[src/rtl/alu_issue_if.sv]
// Handshake and payload bundle between register-read, the ALU issue stage and execute.
interface alu_issue_if #(
    parameter int DATA_WIDTH = 64,
    parameter int RD_W       = 5
);
    logic                  in_valid_i;
    logic                  in_ready_o;
    logic [31:0]           inst_i;
    logic [DATA_WIDTH-1:0] pc_i;
    logic [DATA_WIDTH-1:0] rs1_val_i;
    logic [DATA_WIDTH-1:0] rs2_val_i;
    logic                  out_valid_o;
    logic                  out_ready_i;
    logic [DATA_WIDTH-1:0] alu_a_o;
    logic [DATA_WIDTH-1:0] alu_b_o;
    logic [3:0]            alu_op_o;
    logic [RD_W-1:0]       rd_o;
    logic                  illegal_o;
    logic [31:0]           stall_cnt_o;

    modport master (
        output in_valid_i, inst_i, pc_i, rs1_val_i, rs2_val_i, out_ready_i,
        input  in_ready_o, out_valid_o, alu_a_o, alu_b_o, alu_op_o, rd_o,
               illegal_o, stall_cnt_o
    );

    modport slave (
        input  in_valid_i, inst_i, pc_i, rs1_val_i, rs2_val_i, out_ready_i,
        output in_ready_o, out_valid_o, alu_a_o, alu_b_o, alu_op_o, rd_o,
               illegal_o, stall_cnt_o
    );
endinterface

[src/rtl/alu_issue.sv]
// RV64I issue stage: decodes inst + operands into ALU A/B/opcode behind a skid-buffered handshake.
// Optional backpressure counter enabled by defining ALU_ISSUE_STALL_CNT_EN.
module alu_issue #(
    parameter int DATA_WIDTH = 64,
    parameter int RD_W       = 5
) (
    input logic        clk_i,
    input logic        rst_ni,
    alu_issue_if.slave bus
);
    localparam logic [3:0] OP_ADD  = 4'd0;
    localparam logic [3:0] OP_SUB  = 4'd1;
    localparam logic [3:0] OP_OR   = 4'd2;
    localparam logic [3:0] OP_AND  = 4'd3;
    localparam logic [3:0] OP_XOR  = 4'd4;
    localparam logic [3:0] OP_SLL  = 4'd5;
    localparam logic [3:0] OP_SRL  = 4'd6;
    localparam logic [3:0] OP_SRA  = 4'd7;
    localparam logic [3:0] OP_SLT  = 4'd8;
    localparam logic [3:0] OP_SLTU = 4'd9;
    localparam logic [3:0] OP_COPY = 4'd10;
    localparam logic [3:0] OP_ADDW = 4'd11;
    localparam logic [3:0] OP_SUBW = 4'd12;
    localparam logic [3:0] OP_SLLW = 4'd13;
    localparam logic [3:0] OP_SRLW = 4'd14;
    localparam logic [3:0] OP_SRAW = 4'd15;

    typedef struct packed {
        logic [DATA_WIDTH-1:0] a;
        logic [DATA_WIDTH-1:0] b;
        logic [3:0]            op;
        logic [RD_W-1:0]       rd;
        logic                  ill;
    } dec_t;

    typedef enum logic [1:0] {
        ST_EMPTY = 2'd0,
        ST_ONE   = 2'd1,
        ST_FULL  = 2'd2
    } state_e;

    logic [31:0]           inst_s;
    logic [2:0]            funct3_s;
    logic                  alt_s;
    logic [DATA_WIDTH-1:0] imm_i_s;
    logic [DATA_WIDTH-1:0] imm_s_s;
    logic [DATA_WIDTH-1:0] imm_u_s;
    logic [DATA_WIDTH-1:0] shamt6_s;
    logic [DATA_WIDTH-1:0] shamt5_s;
    logic [DATA_WIDTH-1:0] four_s;
    dec_t                  dec_s;

    state_e state_q, state_d;
    dec_t   out_q, out_d;
    dec_t   skid_q, skid_d;
    logic   out_valid_q, out_valid_d;
    logic   in_ready_q, in_ready_d;
    logic   accept_s;
    logic   drain_s;

    assign inst_s   = bus.inst_i;
    assign funct3_s = inst_s[14:12];
    assign alt_s    = inst_s[30];
    assign imm_i_s  = {{(DATA_WIDTH-12){inst_s[31]}}, inst_s[31:20]};
    assign imm_s_s  = {{(DATA_WIDTH-12){inst_s[31]}}, inst_s[31:25], inst_s[11:7]};
    assign imm_u_s  = {{(DATA_WIDTH-32){inst_s[31]}}, inst_s[31:12], 12'h000};
    assign shamt6_s = {{(DATA_WIDTH-6){1'b0}}, inst_s[25:20]};
    assign shamt5_s = {{(DATA_WIDTH-5){1'b0}}, inst_s[24:20]};
    assign four_s   = {{(DATA_WIDTH-3){1'b0}}, 3'd4};

    // Instruction decode into ALU operands and opcode
    always_comb begin
        dec_s    = '0;
        dec_s.rd = inst_s[RD_W+6:7];
        case (inst_s[6:0])
            7'b0110011: begin
                dec_s.a = bus.rs1_val_i;
                dec_s.b = bus.rs2_val_i;
                case (funct3_s)
                    3'b000:  dec_s.op = alt_s ? OP_SUB : OP_ADD;
                    3'b001:  dec_s.op = OP_SLL;
                    3'b010:  dec_s.op = OP_SLT;
                    3'b011:  dec_s.op = OP_SLTU;
                    3'b100:  dec_s.op = OP_XOR;
                    3'b101:  dec_s.op = alt_s ? OP_SRA : OP_SRL;
                    3'b110:  dec_s.op = OP_OR;
                    3'b111:  dec_s.op = OP_AND;
                    default: dec_s.op = OP_ADD;
                endcase
            end
            7'b0010011: begin
                dec_s.a = bus.rs1_val_i;
                dec_s.b = imm_i_s;
                case (funct3_s)
                    3'b000:  dec_s.op = OP_ADD;
                    3'b001: begin
                        dec_s.op = OP_SLL;
                        dec_s.b  = shamt6_s;
                    end
                    3'b010:  dec_s.op = OP_SLT;
                    3'b011:  dec_s.op = OP_SLTU;
                    3'b100:  dec_s.op = OP_XOR;
                    3'b101: begin
                        dec_s.op = alt_s ? OP_SRA : OP_SRL;
                        dec_s.b  = shamt6_s;
                    end
                    3'b110:  dec_s.op = OP_OR;
                    3'b111:  dec_s.op = OP_AND;
                    default: dec_s.op = OP_ADD;
                endcase
            end
            7'b0111011: begin
                dec_s.a = bus.rs1_val_i;
                dec_s.b = bus.rs2_val_i;
                case (funct3_s)
                    3'b000:  dec_s.op = alt_s ? OP_SUBW : OP_ADDW;
                    3'b001:  dec_s.op = OP_SLLW;
                    3'b101:  dec_s.op = alt_s ? OP_SRAW : OP_SRLW;
                    default: begin
                        dec_s     = '0;
                        dec_s.ill = 1'b1;
                    end
                endcase
            end
            7'b0011011: begin
                dec_s.a = bus.rs1_val_i;
                case (funct3_s)
                    3'b000: begin
                        dec_s.op = OP_ADDW;
                        dec_s.b  = imm_i_s;
                    end
                    3'b001: begin
                        dec_s.op = OP_SLLW;
                        dec_s.b  = shamt5_s;
                    end
                    3'b101: begin
                        dec_s.op = alt_s ? OP_SRAW : OP_SRLW;
                        dec_s.b  = shamt5_s;
                    end
                    default: begin
                        dec_s     = '0;
                        dec_s.ill = 1'b1;
                    end
                endcase
            end
            7'b0110111: begin
                dec_s.b  = imm_u_s;
                dec_s.op = OP_COPY;
            end
            7'b0010111: begin
                dec_s.a = bus.pc_i;
                dec_s.b = imm_u_s;
            end
            7'b1101111, 7'b1100111: begin
                dec_s.a = bus.pc_i;
                dec_s.b = four_s;
            end
            7'b0000011: begin
                dec_s.a = bus.rs1_val_i;
                dec_s.b = imm_i_s;
            end
            7'b0100011: begin
                dec_s.a = bus.rs1_val_i;
                dec_s.b = imm_s_s;
            end
            default: begin
                dec_s     = '0;
                dec_s.ill = 1'b1;
            end
        endcase
    end

    assign accept_s = bus.in_valid_i && in_ready_q;
    assign drain_s  = out_valid_q && bus.out_ready_i;

    // Output register / skid entry sequencing
    always_comb begin
        state_d = state_q;
        out_d   = out_q;
        skid_d  = skid_q;
        case (state_q)
            ST_EMPTY: begin
                if (accept_s) begin
                    state_d = ST_ONE;
                    out_d   = dec_s;
                end else begin
                    state_d = ST_EMPTY;
                end
            end
            ST_ONE: begin
                if (accept_s && drain_s) begin
                    out_d = dec_s;
                end else if (accept_s) begin
                    state_d = ST_FULL;
                    skid_d  = dec_s;
                end else if (drain_s) begin
                    state_d = ST_EMPTY;
                end else begin
                    state_d = ST_ONE;
                end
            end
            ST_FULL: begin
                if (drain_s) begin
                    state_d = ST_ONE;
                    out_d   = skid_q;
                end else begin
                    state_d = ST_FULL;
                end
            end
            default: state_d = ST_EMPTY;
        endcase
        out_valid_d = (state_d != ST_EMPTY);
        in_ready_d  = (state_d != ST_FULL);
    end

    // State and data registers
    always_ff @(posedge clk_i or negedge rst_ni) begin
        if (!rst_ni) begin
            state_q     <= ST_EMPTY;
            out_q       <= '0;
            skid_q      <= '0;
            out_valid_q <= 1'b0;
            in_ready_q  <= 1'b1;
        end else begin
            state_q     <= state_d;
            out_q       <= out_d;
            skid_q      <= skid_d;
            out_valid_q <= out_valid_d;
            in_ready_q  <= in_ready_d;
        end
    end

    assign bus.in_ready_o  = in_ready_q;
    assign bus.out_valid_o = out_valid_q;
    assign bus.alu_a_o     = out_q.a;
    assign bus.alu_b_o     = out_q.b;
    assign bus.alu_op_o    = out_q.op;
    assign bus.rd_o        = out_q.rd;
    assign bus.illegal_o   = out_q.ill;

`ifdef ALU_ISSUE_STALL_CNT_EN
    logic [31:0] stall_cnt_q;

    // Saturating count of cycles the execute stage holds off a valid op
    always_ff @(posedge clk_i or negedge rst_ni) begin
        if (!rst_ni) begin
            stall_cnt_q <= 32'd0;
        end else if (out_valid_q && !bus.out_ready_i && (stall_cnt_q != 32'hFFFF_FFFF)) begin
            stall_cnt_q <= stall_cnt_q + 32'd1;
        end else begin
            stall_cnt_q <= stall_cnt_q;
        end
    end

    assign bus.stall_cnt_o = stall_cnt_q;
`else
    assign bus.stall_cnt_o = 32'd0;
`endif
endmodule

[src/flat_wrapper.sv]
// flat-port wrapper written by rule: the top's interface ports become plain ports
module alu_issue_flat 
#(
    parameter int DATA_WIDTH = 64,
    parameter int RD_W       = 5
)
  (clk_i, rst_ni, bus_in_valid_i, bus_inst_i, bus_pc_i, bus_rs1_val_i, bus_rs2_val_i, bus_out_ready_i, bus_in_ready_o, bus_out_valid_o, bus_alu_a_o, bus_alu_b_o, bus_alu_op_o, bus_rd_o, bus_illegal_o, bus_stall_cnt_o);
  alu_issue_if #(.DATA_WIDTH(DATA_WIDTH), .RD_W(RD_W)) bus_i ();
  input logic clk_i;
  input logic rst_ni;
  input wire logic [$bits(bus_i.in_valid_i)-1:0] bus_in_valid_i;
  input wire logic [$bits(bus_i.inst_i)-1:0] bus_inst_i;
  input wire logic [$bits(bus_i.pc_i)-1:0] bus_pc_i;
  input wire logic [$bits(bus_i.rs1_val_i)-1:0] bus_rs1_val_i;
  input wire logic [$bits(bus_i.rs2_val_i)-1:0] bus_rs2_val_i;
  input wire logic [$bits(bus_i.out_ready_i)-1:0] bus_out_ready_i;
  output wire logic [$bits(bus_i.in_ready_o)-1:0] bus_in_ready_o;
  output wire logic [$bits(bus_i.out_valid_o)-1:0] bus_out_valid_o;
  output wire logic [$bits(bus_i.alu_a_o)-1:0] bus_alu_a_o;
  output wire logic [$bits(bus_i.alu_b_o)-1:0] bus_alu_b_o;
  output wire logic [$bits(bus_i.alu_op_o)-1:0] bus_alu_op_o;
  output wire logic [$bits(bus_i.rd_o)-1:0] bus_rd_o;
  output wire logic [$bits(bus_i.illegal_o)-1:0] bus_illegal_o;
  output wire logic [$bits(bus_i.stall_cnt_o)-1:0] bus_stall_cnt_o;
  assign bus_i.in_valid_i = bus_in_valid_i;
  assign bus_i.inst_i = bus_inst_i;
  assign bus_i.pc_i = bus_pc_i;
  assign bus_i.rs1_val_i = bus_rs1_val_i;
  assign bus_i.rs2_val_i = bus_rs2_val_i;
  assign bus_i.out_ready_i = bus_out_ready_i;
  assign bus_in_ready_o = bus_i.in_ready_o;
  assign bus_out_valid_o = bus_i.out_valid_o;
  assign bus_alu_a_o = bus_i.alu_a_o;
  assign bus_alu_b_o = bus_i.alu_b_o;
  assign bus_alu_op_o = bus_i.alu_op_o;
  assign bus_rd_o = bus_i.rd_o;
  assign bus_illegal_o = bus_i.illegal_o;
  assign bus_stall_cnt_o = bus_i.stall_cnt_o;
  alu_issue #(.DATA_WIDTH(DATA_WIDTH), .RD_W(RD_W)) u_core (.clk_i(clk_i), .rst_ni(rst_ni), .bus(bus_i));
endmodule
[config.mk]
export PLATFORM = sky130hd
export DESIGN_NAME = alu_issue_flat
export DESIGN_NICKNAME = d
export VERILOG_FILES = /design/src/rtl/alu_issue_if.sv /design/src/rtl/alu_issue.sv /design/src/flat_wrapper.sv
export SDC_FILE = /design/constraint.sdc
export NUM_CORES = 1
export LEC_CHECK = 0
export BUFFER_PORTS_ARGS = -buffer_cell sky130_fd_sc_hd__buf_2
export CAP_MARGIN = 10
export CORE_MARGIN = 1.5
export CORE_UTILIZATION = 54
export CTS_CLUSTER_SIZE = 40
export DETAILED_ROUTE_END_ITERATION = 12
export PLACE_DENSITY = 0.94
export SYNTH_ARGS = -nofsm -noshare
export SYNTH_HDL_FRONTEND = slang
export SYNTH_SLANG_ARGS = --single-unit
[constraint.sdc]
create_clock -name clk_i -period 5.79 [get_ports clk_i]
set_input_delay 0 -clock clk_i [delete_from_list [all_inputs] [get_ports clk_i]]
set_output_delay 0 -clock clk_i [all_outputs]
set_load 0.02 [all_outputs]
==> results.md <==
- Run status: complete, no violations
- Total CTS buffers: 30
- Max-slew violations: 0
- FF/Latch Area: 7010 µm²
- Critical path type: reg2reg
- Main combinational cell family by area after synthesis: compound AO/OA/AOI/OAI gates
- R2R Setup Slk: about 1.8 ns
- Met1 Use GR: 46.2%
- Grt met2 use: between 60 and 70%
- Fin crit period: about 4.0 ns
- Seq/Total Area, Yosys: between 50% and 60%
- Post-CTS setup buffers: 0
- WP data required: just over 6 ns
- Combinational share of power: 42.7%
- Worst reg-to-reg path cell count: 7
- DRC errors left: 0
- YS warnings: 0
- CTS H-Tree Depth: 1
- Internal power: approximately 5.2 mW
- Post-Syn Instances: around 1400
- Chip width: 160 µm
- Pre-antenna DRT Iters: 8
- Synth top area share: between 50% and 60%
- First-pass GRT wire length: 79600 µm
- Fmax: approximately 0.25 GHz
- DP Area: around 15000 µm²
- Post-Place Cells: approximately 2000
- Net Sw Frac: between 40 and 50%
- Routability Congestion: around 0.9
- Final Hold Viols: 0
- Iter 0 DRT Violations: 2002
- Clock sink count: 280
- Slew margin rel.: roughly 33%
- Total Neg Setup Slack: 0 ns
- Pwr Density: roughly 500 nW/µm²
- Final-layout fill cell count: 1406
- XOR/XNOR Fraction of Synth Area: 0.0660%
- Worst-skew pair later-pin latency: about 0.56 ns
- Lkg Pwr: around 8 nW
- DP HPWL: roughly 25000 µm
- Multi-input gate area: around 5600 µm²
- Synth Area in Compound Gates: 23.8%
- Reg2reg end: u_core.bus.alu_b_o[2]
- Worst r2r src: u_core.state_q[0]
- Total gr overflow: 0
- Crit path from: u_core.state_q[0]
- Site Rows: between 50 and 60
- WL per Instance: between 20 and 25 µm
- # setup viols final: 0
- Max IR drop VDD: a little under 0.4 mV
- Finished Cell Area: 18400 µm²
- WL final: around 51000 µm
- Adder-Cell Fraction of Synth Area: 0%
- Post-synth ARST share: 100%
- Area leader, netlist: dfrtp_1
- CP max-delay cell: or2_4
- HP Class: in2reg
- Max incr delay on CP: 0.80 ns
- Skew final: 0.0147 ns
- Chip height: 160 µm
- Resized Gates After CTS: 0
- Vias per cell: between 6 and 7
- Hold slack: roughly 0.049 ns
- MaxCap Viol Count: 0
- Core Region: approximately 24000 µm²
- Vias: 14400
- Syn Area/Cell: between 9 and 10 µm²
- Clock power frac: between 20% and 30%
- CTS tree: yes
- Number of global-route vias before repair: 14600
- Switching pwr: 4.04 mW
- Post-synthesis simple-gate area fraction: roughly 17%
- Netlist Area Pre-Place: about 13000 µm²
- Reg power frac: between 30% and 40%
- Critical path capture point type: flip-flop
- Period utilisation layout: 68.4%
- IO Pins: 400
- Worst setup SP type: flip-flop
- CP Max Fanout: 67
- Largest net degree at the start of global routing: 152
- Gr busiest metal: met2
- Final Net Count: 2123
- Die ar.: around 26000 µm²
- Initial Util: between 50 and 60%
- Detail Route Antenna Nets: 0
- CP delay by family, top: simple AND/OR/NAND/NOR gates
- Cell Count, Final, Fillers Out: between 2000 and 2500
- Main flop type after synthesis: dfrtp_1
- Yosys cell types: between 50 and 60
- Clock transition at path regs: about 0.07 ns
- Clock root buffer: clkbuf_16
- Initial antenna violation count: 5
- Arrival @ worst endpoint: between 4 and 5 ns
- RSZ-0062 raised after global routing: no
- Worst path cell trace: nand2b_4 > a21oi_1 > or2_4 > buf_4 > mux2i_1 > a31oi_1 > dlygate4sd3_1
- Layout area overhead: 38.9%
- Hold Path Stages: 5
- Met3 usage: 9.09%
- PortBufs: between 300 and 400
- Hold Path Sink: u_core.skid_q[15]
- Hold_sp: bus_inst_i[4]
- Mux cell area share after synthesis: 0.528%
- Worst-margin pin slew: slightly above 1 ns
- Most area-consuming cells after synthesis: dfrtp_1 53%, nor2_1 7.5%, a221oi_2 6.8%, a22oi_1 4.8%, nand2_1 4.0%
- Total track usage: 39.4%
- CTS Buffer Depth: 3
- Layout cells sized above 1: a little over a quarter
- Register bit count reported by yosys: 280
- WP buf/inv: 2
- Number of synthesized flops with an enable pin: 0
-- layout make-up --
cell class	instances	area share [%]
multi-input cells	961	30.5
diodes	5	0.0679
clock inverters	17	0.936
well taps	324	2.20
clock buffers	39	4.58
repair buffers	617	23.6
flip-flops and latches	280	38.0
inverters	5	0.102
-- worst register-to-register path, stage by stage, from the launching register on --
cell and delay [ns]:
dfrtp_1 0.43, nand2b_4 0.54, a21oi_1 0.56, or2_4 0.80
buf_4 0.62, mux2i_1 0.27, a31oi_1 0.06, dlygate4sd3_1 0.57
-- kinds of logic (layout without fill, tap and decap cells) --
logic type      count (synthesis)  count (layout)
compound gates                400             400
xor+xnor                        1               1
buf+inv                       157             678
flops                         280             280
mux                             7               7
other cells                     1              37
simple gates                  521             521
-- power groups by stage --
stage               clock, mW  combinational [mW]  sequential, mW
finish                   1.97                3.97            3.34
global route             2.06                4.23            3.37
CTS                      1.96                3.76            3.24
detailed placement          0                3.63            3.25
global placement            0                3.48            3.21
floorplan                   0                1.90            3.78
-- worst max-delay path by stage --
stage | end | slack, ns | cells after the start
CTS | u_core.bus.alu_b_o[2] | 1.95 | 7
global route | u_core.bus.alu_b_o[2] | 1.58 | 7
global placement | u_core.bus.alu_b_o[2] | 2.61 | 6
floorplan | u_core.bus.alu_a_o[26] | 3.80 | 5
finish | u_core.bus.alu_b_o[2] | 1.83 | 7
detailed placement | u_core.bus.alu_b_o[52] | 2.44 | 6
-- cells in the mapped netlist, types with 3 or more instances --
cell,n
dfrtp_1,279
nor2_1,266
nand2_1,141
a22oi_1,84
o21ai_0,84
nor3_1,67
clkbuf_1,66
a211oi_1,62
a221oi_2,60
a21oi_1,47
buf_2,45
buf_4,33
a31oi_1,32
nand2b_1,13
nand3_1,11
a22oi_2,10
mux2i_1,7
buf_6,6
a221oi_1,4
inv_1,4
nor2b_1,4
nor4_1,3
-- what timing repair did --
action,4_1_cts,5_1_grt
hold buffers,234,0
endpoints found under the hold margin,401,0
endpoints found under the setup margin,0,0
-- sequential cells by signal (all words and copies together), names as in the netlist --
signal                  count
u_core.skid_q             138
u_core.bus.alu_a_o         64
u_core.bus.alu_b_o         64
u_core.bus.rd_o             5
u_core.bus.alu_op_o         4
u_core.state_q              2
u_core.bus.illegal_o        1
u_core.bus.in_ready_o       1
u_core.bus.out_valid_o      1
-- cell usage in the layout, fill, tap and decap left out, types with 8 or more instances in the layout --
cell type      netlist  routed
buf_4               33      11
a21oi_1             47      47
clkbuf_16            0      30
nor3_1              67      67
a22oi_2             10      10
a31oi_1             32      32
a211oi_1            62      62
o21ai_0             84      84
a221oi_2            60      60
buf_2               45     367
a22oi_1             84      84
nand2_1            141     140
nand2b_1            13      12
dfrtp_1            279     279
nand3_1             11      11
clkinv_2             0       8
dlygate4sd3_1        0     234
nor2_1             266     264
conb_1               1      32
-- stage by stage --
| step | power [mW] | utilization [%] | setup WS [ns] |
|---|---|---|---|
| after global placement | 6.69 | 62.0 | 2.61 |
| after floorplan | 5.69 | - | 3.80 |
| after detailed placement | 6.88 | 62.0 | 2.44 |
| after global routing | 9.66 | 76.0 | 1.58 |
| final | 9.28 | 76.0 | 1.83 |
| after CTS | 8.96 | 75.9 | 1.95 |
-- routing by layer --
metal,up-vias,share of wire (%)
met4,0,8.1
met3,407,9.8
met5,-,0
met1,6765,34
li1,5900,-
met2,1281,48
(Power assumes the default switching activity.)
